<file path="config.mk">
export PLATFORM = sky130hd
export DESIGN_NAME = rv_pipe_ctrl
export DESIGN_NICKNAME = d
export VERILOG_FILES = /design/src/rtl/rv_ctrl_pkg.sv /design/src/rtl/rv_branch_eval.sv /design/src/rtl/rv_pipe_ctrl.sv
export SDC_FILE = /design/constraint.sdc
export NUM_CORES = 1
export LEC_CHECK = 0
export BUFFER_PORTS_ARGS = -buffer_cell sky130_fd_sc_hd__buf_2
export CORE_ASPECT_RATIO = 0.6
export CORE_MARGIN = 2
export CORE_UTILIZATION = 46
export DETAILED_ROUTE_END_ITERATION = 12
export PLACE_DENSITY = 0.8
export SLEW_MARGIN = 25
export SYNTH_ARGS = -nofsm -noshare
export SYNTH_HDL_FRONTEND = slang
export SYNTH_HIERARCHICAL = 1
export SYNTH_SLANG_ARGS = --single-unit
</file>
<file path="constraint.sdc">
create_clock -name clk -period 2.2 [get_ports clk]
set_input_delay 0.22 -clock clk [delete_from_list [all_inputs] [get_ports clk]]
set_output_delay 0.22 -clock clk [all_outputs]
set_load 0.005 [all_outputs]
</file>
<file path="src/rtl/rv_ctrl_pkg.sv">
// Shared encodings for the RV32I 3-stage core control unit.
// Latency: n/a (types, constants and one pure helper function only).
// Backpressure: n/a.
package rv_ctrl_pkg;

    // Major opcodes handled by the control unit
    localparam logic [6:0] OP_R      = 7'b0110011;
    localparam logic [6:0] OP_IMM    = 7'b0010011;
    localparam logic [6:0] OP_LUI    = 7'b0110111;
    localparam logic [6:0] OP_JAL    = 7'b1101111;
    localparam logic [6:0] OP_JALR   = 7'b1100111;
    localparam logic [6:0] OP_BRANCH = 7'b1100011;
    localparam logic [6:0] OP_SYSTEM = 7'b1110011;

    // funct7 variants
    localparam logic [6:0] F7_BASE   = 7'b0000000;
    localparam logic [6:0] F7_ALT    = 7'b0100000;
    localparam logic [6:0] F7_MULDIV = 7'b0000001;

    typedef enum logic [3:0] {
        ALU_ADD   = 4'd0,
        ALU_SUB   = 4'd1,
        ALU_AND   = 4'd2,
        ALU_OR    = 4'd3,
        ALU_XOR   = 4'd4,
        ALU_SLL   = 4'd5,
        ALU_SRL   = 4'd6,
        ALU_SRA   = 4'd7,
        ALU_SLT   = 4'd8,
        ALU_SLTU  = 4'd9,
        ALU_MUL   = 4'd10,
        ALU_MULH  = 4'd11,
        ALU_MULHU = 4'd12
    } aluop_t;

    typedef enum logic [1:0] {
        PC_PLUS4  = 2'b00,
        PC_BRANCH = 2'b01,
        PC_JAL    = 2'b10,
        PC_JALR   = 2'b11
    } pc_sel_t;

    typedef enum logic [1:0] {
        WB_ALU  = 2'b00,
        WB_CSR  = 2'b01,
        WB_UIMM = 2'b10,
        WB_PC4  = 2'b11
    } wb_sel_t;

    typedef enum logic [1:0] {
        IMM_I = 2'b00,
        IMM_U = 2'b01,
        IMM_B = 2'b10,
        IMM_J = 2'b11
    } imm_sel_t;

    typedef enum logic [1:0] {
        BOOT = 2'b00,
        RUN  = 2'b01,
        HALT = 2'b10
    } ctrl_state_t;

    // Base integer ALU op from funct3; alt selects SUB (f3=000) / SRA (f3=101).
    function automatic aluop_t base_aluop(input logic [2:0] f3, input logic alt);
        case (f3)
            3'b000:  base_aluop = alt ? ALU_SUB : ALU_ADD;
            3'b001:  base_aluop = ALU_SLL;
            3'b010:  base_aluop = ALU_SLT;
            3'b011:  base_aluop = ALU_SLTU;
            3'b100:  base_aluop = ALU_XOR;
            3'b101:  base_aluop = alt ? ALU_SRA : ALU_SRL;
            3'b110:  base_aluop = ALU_OR;
            default: base_aluop = ALU_AND;
        endcase
    endfunction

endpackage

</file>
<file path="src/rtl/rv_branch_eval.sv">
// Branch condition evaluator: funct3 + ALU compare flags -> taken.
// Latency: purely combinational.
// Backpressure: none.
// Ports: funct3_i, cmp_eq_i/cmp_lt_i/cmp_ltu_i in; taken_o, valid_o (funct3 is a real branch) out.
module rv_branch_eval (
    input  logic [2:0] funct3_i,
    input  logic       cmp_eq_i,
    input  logic       cmp_lt_i,
    input  logic       cmp_ltu_i,
    output logic       taken_o,
    output logic       valid_o
);

    always_comb begin
        taken_o = 1'b0;
        valid_o = 1'b1;
        case (funct3_i)
            3'b000:  taken_o = cmp_eq_i;    // BEQ
            3'b001:  taken_o = ~cmp_eq_i;   // BNE
            3'b100:  taken_o = cmp_lt_i;    // BLT
            3'b101:  taken_o = ~cmp_lt_i;   // BGE
            3'b110:  taken_o = cmp_ltu_i;   // BLTU
            3'b111:  taken_o = ~cmp_ltu_i;  // BGEU
            default: valid_o = 1'b0;        // 010/011 are not branches
        endcase
    end

endmodule

</file>
<file path="src/rtl/rv_pipe_ctrl.sv">
// Control/sequencing for the 3-stage RV32I core: EX decode, redirect/flush, forwarding, EX->WB control register, boot/halt FSM.
// Latency: EX controls combinational in the EX cycle; WB controls registered, one cycle later.
// Backpressure: none; instr_valid=0 becomes a bubble, HALT stops fetch until rst. Optional csrrw decode under `CTRL_CSR_EN.
// Ports: clk, rst (async, active-high); instr_valid + decoder fields (opcode, funct3, funct7, rd, rs1, rs2) + cmp_eq/lt/ltu in;
//        fetch_en, pc_sel, flush, aluop, alusrc, imm_sel, csr_we, regwrite_wb, rd_wb, wb_sel_wb, fwd_a, fwd_b, illegal out.
module rv_pipe_ctrl
    import rv_ctrl_pkg::*;
(
    input  logic       clk,
    input  logic       rst,
    input  logic       instr_valid,
    input  logic [6:0] opcode,
    input  logic [2:0] funct3,
    input  logic [6:0] funct7,
    input  logic [4:0] rd,
    input  logic [4:0] rs1,
    input  logic [4:0] rs2,
    input  logic       cmp_eq,
    input  logic       cmp_lt,
    input  logic       cmp_ltu,
    output logic       fetch_en,
    output logic [1:0] pc_sel,
    output logic       flush,
    output logic [3:0] aluop,
    output logic       alusrc,
    output logic [1:0] imm_sel,
    output logic       csr_we,
    output logic       regwrite_wb,
    output logic [4:0] rd_wb,
    output logic [1:0] wb_sel_wb,
    output logic       fwd_a,
    output logic       fwd_b,
    output logic       illegal
);

    ctrl_state_t state_q, state_d;
    logic        ex_valid_q, ex_valid_d;
    logic        regwrite_wb_q, regwrite_wb_d;
    logic [4:0]  rd_wb_q, rd_wb_d;
    wb_sel_t     wb_sel_wb_q, wb_sel_wb_d;
    logic        illegal_q, illegal_d;

    // Raw decode of the EX fields
    logic     dec_legal, dec_src, dec_wr, dec_jump, dec_is_b, dec_csr, dec_useb;
    aluop_t   dec_alu;
    imm_sel_t dec_imm;
    wb_sel_t  dec_wb;
    pc_sel_t  dec_pc;

    logic br_taken, br_valid;
    logic ex_act, issue, redirect;

    rv_branch_eval u_branch_eval (
        .funct3_i  (funct3),
        .cmp_eq_i  (cmp_eq),
        .cmp_lt_i  (cmp_lt),
        .cmp_ltu_i (cmp_ltu),
        .taken_o   (br_taken),
        .valid_o   (br_valid)
    );

    always_comb begin
        dec_legal = 1'b0;
        dec_src   = 1'b0;
        dec_wr    = 1'b0;
        dec_jump  = 1'b0;
        dec_is_b  = 1'b0;
        dec_csr   = 1'b0;
        dec_useb  = 1'b0;
        dec_alu   = ALU_ADD;
        dec_imm   = IMM_I;
        dec_wb    = WB_ALU;
        dec_pc    = PC_PLUS4;
        case (opcode)
            OP_R: begin
                dec_wr   = 1'b1;
                dec_useb = 1'b1;
                case (funct7)
                    F7_BASE: begin
                        dec_legal = 1'b1;
                        dec_alu   = base_aluop(funct3, 1'b0);
                    end
                    F7_ALT: begin
                        // only SUB and SRA have an alternate encoding
                        dec_legal = (funct3 == 3'b000) || (funct3 == 3'b101);
                        dec_alu   = base_aluop(funct3, 1'b1);
                    end
                    F7_MULDIV: begin
                        case (funct3)
                            3'b000:  begin dec_legal = 1'b1; dec_alu = ALU_MUL;   end
                            3'b001:  begin dec_legal = 1'b1; dec_alu = ALU_MULH;  end
                            3'b011:  begin dec_legal = 1'b1; dec_alu = ALU_MULHU; end
                            default: ;
                        endcase
                    end
                    default: ;
                endcase
            end
            OP_IMM: begin
                dec_wr  = 1'b1;
                dec_src = 1'b1;
                // funct7 is immediate data except for the shift-immediate forms
                if (funct3 == 3'b001) begin
                    dec_legal = (funct7 == F7_BASE);
                    dec_alu   = ALU_SLL;
                end else if (funct3 == 3'b101) begin
                    dec_legal = (funct7 == F7_BASE) || (funct7 == F7_ALT);
                    dec_alu   = base_aluop(funct3, funct7 == F7_ALT);
                end else begin
                    dec_legal = 1'b1;
                    dec_alu   = base_aluop(funct3, 1'b0);
                end
            end
            OP_LUI: begin
                dec_legal = 1'b1;
                dec_wr    = 1'b1;
                dec_src   = 1'b1;
                dec_imm   = IMM_U;
                dec_wb    = WB_UIMM;
            end
            OP_JAL: begin
                dec_legal = 1'b1;
                dec_wr    = 1'b1;
                dec_jump  = 1'b1;
                dec_imm   = IMM_J;
                dec_wb    = WB_PC4;
                dec_pc    = PC_JAL;
            end
            OP_JALR: begin
                dec_legal = (funct3 == 3'b000);
                dec_wr    = 1'b1;
                dec_jump  = 1'b1;
                dec_src   = 1'b1;
                dec_imm   = IMM_I;
                dec_wb    = WB_PC4;
                dec_pc    = PC_JALR;
            end
            OP_BRANCH: begin
                dec_legal = br_valid;
                dec_is_b  = 1'b1;
                dec_useb  = 1'b1;
                dec_imm   = IMM_B;
                dec_pc    = PC_BRANCH;
            end
`ifdef CTRL_CSR_EN
            OP_SYSTEM: begin
                dec_legal = (funct3 == 3'b001);  // csrrw only
                dec_csr   = 1'b1;
                dec_wr    = 1'b1;
                dec_wb    = WB_CSR;
            end
`endif
            default: ;
        endcase
    end

    // HALT gates EX even if an instruction was latched on the halting edge
    assign ex_act   = ex_valid_q & (state_q != HALT);
    assign issue    = ex_act & dec_legal;
    assign redirect = issue & (dec_jump | (dec_is_b & br_taken));

    assign fetch_en = (state_q != HALT);
    assign flush    = redirect;
    assign pc_sel   = redirect ? dec_pc : PC_PLUS4;
    assign aluop    = issue ? dec_alu : ALU_ADD;
    assign alusrc   = issue & dec_src;
    assign imm_sel  = issue ? dec_imm : IMM_I;
    // dec_csr can only be set when the CSR decode is compiled in
    assign csr_we   = issue & dec_csr;

    assign fwd_a = ex_act & regwrite_wb_q & (rd_wb_q != 5'd0) & (rd_wb_q == rs1);
    assign fwd_b = ex_act & regwrite_wb_q & (rd_wb_q != 5'd0) & (rd_wb_q == rs2) & dec_useb;

    assign regwrite_wb = regwrite_wb_q;
    assign rd_wb       = rd_wb_q;
    assign wb_sel_wb   = wb_sel_wb_q;
    assign illegal     = illegal_q;

    // Next state / WB pipeline; WB fields are zeroed when nothing is written
    always_comb begin
        state_d       = state_q;
        illegal_d     = illegal_q;
        ex_valid_d    = instr_valid & ~redirect & ((state_q == RUN) | (state_q == BOOT));
        regwrite_wb_d = issue & dec_wr & (rd != 5'd0);
        rd_wb_d       = regwrite_wb_d ? rd : 5'd0;
        wb_sel_wb_d   = regwrite_wb_d ? dec_wb : WB_ALU;
        case (state_q)
            BOOT: state_d = RUN;
            RUN: begin
                if (ex_act & ~dec_legal) begin
                    state_d   = HALT;
                    illegal_d = 1'b1;
                end
            end
            HALT: state_d = HALT;
            default: state_d = BOOT;
        endcase
    end

    always_ff @(posedge clk or posedge rst) begin
        if (rst) begin
            state_q       <= BOOT;
            ex_valid_q    <= 1'b0;
            regwrite_wb_q <= 1'b0;
            rd_wb_q       <= 5'd0;
            wb_sel_wb_q   <= WB_ALU;
            illegal_q     <= 1'b0;
        end else begin
            state_q       <= state_d;
            ex_valid_q    <= ex_valid_d;
            regwrite_wb_q <= regwrite_wb_d;
            rd_wb_q       <= rd_wb_d;
            wb_sel_wb_q   <= wb_sel_wb_d;
            illegal_q     <= illegal_d;
        end
    end

endmodule

</file>
==> flow_metrics.tcl, run 1 <==
set metrics [dict create \
    status "finished, violations left" \
    failed_checks "negative setup slack" \
    num_io_pins 61 \
    syn_avg_cell_area_um2 8.56 \
    grtUsageTotal_pct 23.3 \
    first_pass_iters 4 \
    p_per_area_mw_per_mm2 489 \
    htreeDepth 1 \
    gr-total-overflow 0 \
    clock_sinks 12 \
    power.total_mw 0.907 \
    layout_min_cycle_time_ps 2320 \
    synthesis.area_mm2 0.00126 \
    port_buffers 59 \
    setup_viol_count_final 1 \
    place.gp.congestion 0.883 \
    layout_common_cells "buf_2 (59), buf_4 (26), nor2_1 (13)" \
    clk_latency_ps 240 \
    drive_above_1_share_pct 49.3 \
    cp_data_arrival_time_ps 2100 \
    design_area_mm2 0.00186 \
    clock.fmax_mhz 431 \
    synth_edf_count 0 \
    grt_pass1_wl_um 5740 \
    ys.flop_type "dfrtp_1" \
    startpoint "state_q[0]" \
    antenna_cells 0 \
    grt_max_degree 13 \
    cts.clk_slew.worst_paths_ps 50 \
    cts_root_buf "clkbuf_8" \
    syn_nets 189 \
    ys_warn_count 6 \
    cts_buffers 3 \
    slew-limit-headroom_pct 57.5 \
    irDropWorstVdd_v 0.000396 \
    vias 1434 \
    dp_hpwl_um 2810 \
    ys_seq_elements 12 \
    die_x_um 71.5 \
    wirelength_um 3820 \
    async_flop_share_pct 100 \
    dpl-instance-area_mm2 0.00166 \
    fin_worst_skew_ps 0.955 \
    core_mm2 0.00256 \
    cts_max_path_buffers 2 \
    drc 0 \
    fin_crit_sh_pct 105 \
    critPathKind "reg -> out" \
    hp-start "rd[1]" \
    synth_cells 147 \
    cap_violations 0 \
    area_growth_pct 47.5 \
    hold_violations 0 \
    drv_slew 0 \
    dieArea_mm2 0.00318 \
    fin_ws_ps -118 \
    dieHeight_um 44.5 \
    min_path_type "in -> reg" \
    wire_per_inst_um 14.6 \
    seq_area_frac_synth_pct 23.9 \
    crit_path_end_kind "primary output" \
    synth.distinct_cells 48 \
    worstReg2RegStart "state_q[0]" \
    cp-start-kind "flip-flop" \
    layout_commonest_cell "buf_2" \
    ant_nets 0 \
    path_max_fanout 2 \
    grt_pass1_vias 1293 \
    num_rows 14 \
    rsz0062_at_grt "yes" \
    initial_core_util_pct 49.2 \
    worstPathRequired_ps 1980 \
    worstMarginPinSlew_ps 637 \
    power.leakage_nw 0.897 \
    cts_tree "yes" \
    drtIter0Drc 66 \
    pre_cts_slack_ps -107 \
    viasPerCell 5.49 \
    antenna_found_initial 0 \
    fin_nets 273 \
]
==> final cells by class <==
type	instances	area (um2)
clock buffers	3	41.3
fillers	175	701
inverters	7	26.3
multi-input cells	121	947
flip-flops and latches	12	302
well taps	32	40.0
repair buffers	86	500
==> state kept, by name, indices dropped and copies added (netlist names) <==
signal,flops
regwrite_wb,1
ex_valid_q,1
state_q,2
illegal,1
rd_wb,5
wb_sel_wb,2
==> power breakdown <==
group          internal [mW]  switching, mW  total (mW)
clock                  0.120         0.0765       0.197
sequential             0.256         0.0258       0.282
combinational          0.233          0.195       0.429
total                  0.609          0.298       0.907
==> synth_stat cells (2+ instances only) <==
cell type | count | area, um2
nor2_1 | 13 | 48.8
dfrtp_1 | 12 | 300
a21oi_1 | 10 | 50.1
xor2_1 | 9 | 78.8
inv_1 | 7 | 26.3
nand2_1 | 7 | 26.3
nand2b_1 | 7 | 43.8
nor3_1 | 7 | 35.0
o21ai_0 | 6 | 30.0
nand3_1 | 5 | 25.0
nor4_1 | 5 | 31.3
xnor2_1 | 5 | 43.8
and2_1 | 4 | 25.0
ha_1 | 4 | 50.1
a2111oi_4 | 3 | 82.6
or4_1 | 3 | 22.5
and2b_1 | 2 | 15.0
buf_2 | 2 | 10.0
clkbuf_1 | 2 | 7.51
mux2_2 | 2 | 22.5
nand2b_4 | 2 | 27.5
nand3b_1 | 2 | 15.0
nor2b_1 | 2 | 12.5
o211ai_1 | 2 | 15.0
==> stage by stage <==
step / setup TNS [ps] / hold WS, ps / util, % / instances
finish: -118 / 194 / 72.6 / 261
global route: -190 / 201 / 72.6 / 261
CTS: -126 / 189 / 70.1 / 256
detailed placement: -887 / 238 / 64.8 / 245
global placement: -126 / 227 / 64.8 / 245
floorplan: 0 / 84.7 / - / 147
==> path summary, 6_finish.rpt <==
check | to | slack, ps | depth (start not counted)
min in group asynchronous | rd_wb[2] | 520 | 3
max | fwd_b | -120 | 7
max in group asynchronous | rd_wb[3] | 1360 | 3
min | rd_wb[1] | 190 | 3
min reg2reg | illegal | 550 | 1
max reg2reg | rd_wb[4] | 510 | 7
==> logic make-up after synthesis <==
kind of cell	synth area share [%]
AOI/OAI and AO/OA	20.4
xor gates and xnor gates	9.74
adders and majority gates	4.77
buffers and inverters	5.37
DFF	23.9
muxes	2.58
other	0.298
and+or+nand+nor	33.0
==> per-layer routing <==
metal / wire, um / track usage (%) / vias to the layer above
met4: 89 / 5.66 / 0
met5: 0 / 0 / -
met2: 1710 / 37.6 / 89
met3: 350 / 7.06 / 12
met1: 1670 / 31.2 / 643
li1: - / - / 690
==> critical path, cell delays in order (launching register included) <==
cell      delay, ps
dfrtp_1         360
inv_2            70
ha_4            150
and2b_2         220
o211ai_1        100
or4_4           540
nor4_2          260
buf_2           150
==> timing repair <==
item,in CTS,in global routing
hold buffers,1,0
endpoints found under the setup margin,10,8
cloned,0,0
pin swaps,4,5
gates resized for setup,6,6
buffers inserted,7,6
endpoints found under the hold margin,12,0
(Power assumes the default switching activity.)
==> run 2: changes to the inputs <==
--- a/config.mk
+++ b/config.mk
@@ -14,5 +14,4 @@
 export SLEW_MARGIN = 25
 export SYNTH_ARGS = -nofsm -noshare
 export SYNTH_HDL_FRONTEND = slang
-export SYNTH_HIERARCHICAL = 1
 export SYNTH_SLANG_ARGS = --single-unit
==> run 2 against run 1 <==
  * Worst hold slack better by 21 ps
  * Final cell count decreased by 7.3%
  * Register-to-register slack improved by 170 ps
  * Highest routed layer is now met3
  * Setup slack better by 220 ps
  * First-iteration DRC count is 80% higher
  * The flow now finishes without violations
  * Utilization fell by 8.1 points
  * Sequential share of layout area increased by 2.1 points
  * Synthesized area shrank 0.80%
  * Routed wire length fell by 2.9%
  * Global-route usage shrank 0.053 points
  * Die area is 0.75% lower
==> flow_metrics.tcl, run 2 <==
set metrics [dict create \
    status "complete, no violations" \
    die_x_um 71.3 \
    drive_above_1_share_pct 40.5 \
    syn_nets 191 \
    async_flop_share_pct 100 \
    num_rows 14 \
    min_to "rd_wb[3]" \
    drv_slew 0 \
    irDropWorstVdd_v 0.000532 \
    hp-start "rd[3]" \
    drc 0 \
    worstPathRequired_ps 1980 \
    crit_top_cell "buf_2" \
    ys.flop_type "dfrtp_1" \
    core_mm2 0.00254 \
    clock_sinks 12 \
    cts_buffers 3 \
    drtIter0Drc 119 \
    finalNonFillerCells 242 \
    cp-start-kind "primary input" \
    dieArea_mm2 0.00316 \
    cp_cell_sequence "buf_2 > or4b_4 > o211ai_2 > a31oi_1 > nand3_2 > nand2_2 > nor3_1 > buf_2" \
    largest_reg_flops 5 \
    synth_edf_count 0 \
    synthesis.area_mm2 0.00125 \
    yosys.area.top_type "dfrtp_1" \
    p_per_area_mw_per_mm2 488 \
    htreeDepth 1 \
    critPathKind "in -> out" \
    num_io_pins 61 \
    area_growth_pct 31.2 \
    setup_viol_count_final 0 \
    filler_cell_count 229 \
    crit_slowest_cell "or4b_4" \
    power.total_mw 0.799 \
    synthTopCellsByArea "dfrtp_1 (24%), xor2_1 (6.3%), nor2_1 (4.8%)" \
    cap_violations 0 \
    fin_nets 252 \
    grt_pass1_wl_um 5760 \
    layout_common_cells "buf_2 (59), nor2_1 (16), dfrtp_1 (12)" \
    seq_area_frac_synth_pct 24.0 \
    multi_input_area_um2 873 \
    first_pass_iters 4 \
    synthTopCellsByCount "nor2_1 (16), dfrtp_1 (12), inv_1 (9), xor2_1 (9), nor3_1 (8)" \
    seqCellArea_um2 300 \
    wirelength_um 3710 \
    cp_data_arrival_time_ps 1870 \
    synth_top_area_share_pct 24.0 \
    grtUsageTotal_pct 23.3 \
    path_max_fanout 9 \
    slew-limit-headroom_pct 50.7 \
    worstReg2RegStart "state_q[0]" \
    reg2regPathDepth 6 \
    hold_violations 0 \
    max_stage_delay_ps 530 \
    cts_tree "yes" \
    crit_path_end_kind "primary output" \
    ys_seq_elements 12 \
    antenna_cells 0 \
    gr-total-overflow 0 \
    cts_max_path_buffers 2 \
    r2r-end "wb_sel_wb[0]" \
    layout_commonest_cell "buf_2" \
    dp.cells 236 \
    dieHeight_um 44.4 \
    r2r_setup_slack_ps 680 \
    worstMarginPinSlew_ps 737 \
    synth.distinct_cells 56 \
    cts.clk_slew.worst_paths_ps 50 \
    syn_avg_cell_area_um2 8.32 \
    ant_nets 0 \
    cts_root_buf "clkbuf_8" \
    fin_crit_sh_pct 95.2 \
    port_buffers 59 \
    ys_warn_count 0 \
    clk_latency_ps 240 \
    power.leakage_nw 0.800 \
    clock.fmax_mhz 477 \
    grt_pass1_vias 1253 \
    initial_core_util_pct 49.2 \
    antenna_found_initial 0 \
    place.gp.congestion 0.945 \
    yosys.cell_count.top_type "nor2_1" \
    wire_per_inst_um 15.3 \
    dp_hpwl_um 2930 \
    viasPerCell 5.67 \
    vias 1371 \
    min_path_cells 3 \
    synth_cells 150 \
    final_util_pct 64.5 \
    grt_max_degree 13 \
    fin_worst_skew_ps 3.32 \
    layout_min_cycle_time_ps 2090 \
    min_path_type "in -> reg" \
]
run 2: cell types whose count changed in the layout (fill, tap and decap cells not counted), sizes merged, moves of 2 or more:
cell / previous run / this run
buf: 85 / 63
nand2b: 9 / 2
nor2b: 2 / 6
a2111oi: 3 / 0
a21oi: 10 / 7
nand3: 5 / 8
nor2: 13 / 16
o21ai: 8 / 5
a32oi: 0 / 2
and2: 4 / 2
and2b: 3 / 1
and3: 0 / 2
inv: 7 / 9
o32ai: 0 / 2
run 2: power by group:
part | total [mW] | switching, mW | internal, mW | leakage [nW]
combinational | 0.292 | 0.161 | 0.131 | 0.614
sequential | 0.268 | 0.0197 | 0.249 | 0.158
clock | 0.239 | 0.0805 | 0.158 | 0.0288
total | 0.799 | 0.262 | 0.537 | 0.800
run 2: how the worst max path moves through the flow:
stage	startpoint	to	slack [ps]	cells past startpoint
after floorplan	funct3[0]	pc_sel[0]	360	7
after global placement	funct7[3]	pc_sel[0]	170	8
after detailed placement	funct7[3]	pc_sel[0]	50	8
after CTS	funct7[3]	pc_sel[0]	40	8
after global routing	opcode[4]	imm_sel[1]	-30	8
final	opcode[4]	alusrc	110	8
run 2: area by class of cell:
type,count,share of cell area [%]
Sequential cell,12,18.3
Clock buffer,4,3.36
Inverter,9,2.06
Tap cell,32,2.44
Timing Repair Buffer,64,20.5
Multi-Input combinational cell,121,53.3
run 2: critical path: cells and delay by family:
family | cells | cell delay [ps]
and+or+nand+nor | 4 | 1060
buffers and inverters | 2 | 280
AOI/OAI and AO/OA | 2 | 310
run 2: what timing repair did:
item,in CTS,in global routing
resized for setup,0,3
endpoints found under the hold margin,12,0
setup endpoints to repair,0,6
hold buffers,1,0
setup buffers,0,1
run 2: per-layer routing:
metal | part of all wire [%] | vias up | wire (um) | global-route usage (%)
li1 | - | 659 | - | -
met1 | 44 | 632 | 1640 | 33.2
met2 | 44 | 80 | 1620 | 36.5
met3 | 12 | 0 | 447 | 7.06
met4 | 0 | 0 | 0 | 2.26
met5 | 0 | - | 0 | 0
run 2: kinds of logic after synthesis:
| family | count (synthesis) | share of synthesized area [%] |
|---|---|---|
| simple gates | 71 | 35.7 |
| other cells | 1 | 0.300 |
| mux | 4 | 3.41 |
| compound gates | 28 | 16.3 |
| buf+inv | 17 | 7.41 |
| xor+xnor | 14 | 9.82 |
| fa+ha+maj | 3 | 3.01 |
| flops | 12 | 24.0 |
run 2: per-stage QoR:
stage                     hold slack, ps  setup WS [ps]  setup TNS, ps  instance area [um2]
after floorplan                     84.7            362              0                 1250
after global placement               230            172              0                 1550
after detailed placement             241           53.2              0                 1550
after CTS                            208           43.2              0                 1610
after global routing                 209          -26.2          -26.2                 1640
final                                215            105              0                 1640
==> run 3: changes to the inputs <==
==> constraint.sdc (replaced) <==
create_clock -name clk -period 2.25 [get_ports clk]
set_input_delay 0.225 -clock clk [delete_from_list [all_inputs] [get_ports clk]]
set_output_delay 0.225 -clock clk [all_outputs]
set_load 0.01 [all_outputs]
==> run 3 against run 2 <==
  * Combinational power grew 5%
  * Register-to-register slack lost 20 ps
  * Sequential share of layout area hardly changed
  * Total power shrank 0.23%
  * Global-route usage grew 2.0 points
  * Sequential power fell by 3%
  * Clock-buffer cell count unchanged
  * Die area did not move
  * First-iteration DRC count rose by 24%
  * Critical path type unchanged
==> flow_metrics.tcl, run 3 (same netlist as run 2, synthesis figures left out) <==
set metrics [dict create \
    min_path_cells 3 \
    finalNonFillerCells 241 \
    htreeDepth 1 \
    cts_tree "yes" \
    antenna_found_initial 0 \
    worstMarginPinSlew_ps 710 \
    gr-total-overflow 0 \
    grt_pass1_wl_um 6200 \
    area_growth_pct 31.0 \
    hp-start "instr_valid" \
    initial_core_util_pct 49.2 \
    path_max_fanout 7 \
    worstReg2RegStart "state_q[0]" \
    slew-limit-headroom_pct 52.5 \
    viasPerCell 5.83 \
    dp_hpwl_um 3070 \
    drv_slew 0 \
    fin_nets 251 \
    clock.fmax_mhz 469 \
    p_sw_mw 0.270 \
    grt_max_degree 16 \
    combPwrFrac_pct 38.6 \
    cp-start-kind "primary input" \
    r2r_setup_slack_ps 660 \
    critPathKind "in -> out" \
    r2r-end "state_q[0]" \
    cts_buffers 3 \
    irDropWorstVdd_v 0.000540 \
    power.internal_mw 0.527 \
    grt_pass1_vias 1339 \
    reg2regPathDepth 6 \
    setup_viol_count_final 0 \
    min_to "ex_valid_q" \
    cts_root_buf "clkbuf_8" \
    clk_latency_ps 240 \
    cts_max_path_buffers 2 \
    layout_min_cycle_time_ps 2130 \
    wirelength_um 3930 \
    vias 1406 \
    min_path_type "in -> reg" \
    place.gp.congestion 0.908 \
    swShare_pct 33.9 \
    fin_crit_sh_pct 94.8 \
    drive_above_1_share_pct 40.2 \
    first_pass_iters 4 \
    clock_power_share_pct 28.7 \
    p_per_area_mw_per_mm2 487 \
    fin_worst_skew_ps 4.53 \
    clock_sinks 12 \
    largest_reg_flops 5 \
    worstPathRequired_ps 2030 \
    die_x_um 71.3 \
    wire_per_inst_um 16.3 \
    layout_common_cells "buf_2 (59), nor2_1 (16), dfrtp_1 (12)" \
    dieArea_mm2 0.00316 \
    power.leakage_nw 0.809 \
    status "complete, no violations" \
    crit_path_end_kind "primary output" \
    ant_nets 0 \
    num_io_pins 61 \
    cap_violations 0 \
    pwr-share-seq_pct 32.7 \
    rsz0062_at_grt "no" \
    dp.cells 235 \
    port_buffers 59 \
    antenna_cells 0 \
    drtIter0Drc 147 \
    grtUsageTotal_pct 25.3 \
    core_mm2 0.00254 \
    tns_ps 0 \
    num_rows 14 \
    hold_violations 0 \
    cts.clk_slew.worst_paths_ps 50 \
    drc 0 \
    cp_data_arrival_time_ps 1910 \
    layout_commonest_cell "buf_2" \
    dieHeight_um 44.4 \
]
run 3: cell type report:
cell class | instances | area (um2)
clock buffer | 4 | 55.1
fill | 222 | 905
inverter | 9 | 33.8
multi-input combinational | 121 | 878
sequential | 12 | 300
tap | 32 | 40.0
timing repair buffer | 63 | 328
run 3: worst max-delay path by stage:
stage | to | from | slack [ps]
global route | pc_sel[0] | opcode[2] | 2
floorplan | pc_sel[0] | funct3[0] | 280
finish | pc_sel[0] | opcode[2] | 120
CTS | alusrc | funct7[3] | 20
detailed placement | alusrc | funct7[3] | 40
global placement | alusrc | opcode[4] | 140
run 3: worst max-delay path: stages:
cell      delay (ps)
buf_2            140
and4bb_4         390
nand2_2           90
or3_1            370
nand3_2          140
nor4b_4          250
nor2b_1          160
buf_2            130
run 3: per-stage QoR:
step / power, mW / cell area (um2) / worst slack [ps] / utilization [%] / hold slack (ps)
4_1_cts: 0.791 / 1610 / 22.7 / 63.2 / 216
5_1_grt: 0.844 / 1640 / 2.06 / 64.4 / 229
3_3_place_gp: 0.532 / 1540 / 144 / 60.6 / 237
3_5_place_dp: 0.555 / 1540 / 36.4 / 60.6 / 253
6_report: 0.797 / 1640 / 116 / 64.4 / 220
2_1_floorplan: 0.452 / 1250 / 283 / - / 89.7
run 3: routing by layer:
metal | routed length (um) | up-vias | track usage [%]
li1 | - | 659 | -
met1 | 1650 | 666 | 34.5
met2 | 1850 | 79 | 42.6
met3 | 415 | 2 | 6.61
met4 | 11 | 0 | 2.64
met5 | 0 | - | 0
run 3: power groups by stage:
stage / sequential, mW / combinational, mW / clock (mW)
3_5_place_dp: 0.264 / 0.292 / 0
6_report: 0.260 / 0.308 / 0.229
5_1_grt: 0.264 / 0.337 / 0.243
4_1_cts: 0.260 / 0.296 / 0.235
2_1_floorplan: 0.259 / 0.193 / 0
3_3_place_gp: 0.261 / 0.271 / 0
run 3: repair_timing:
item,in CTS,in global routing
setup buffers,0,1
endpoints found under the hold margin,12,0
hold buffers,1,0
gates resized for setup,0,4
endpoints found under the setup margin,0,8
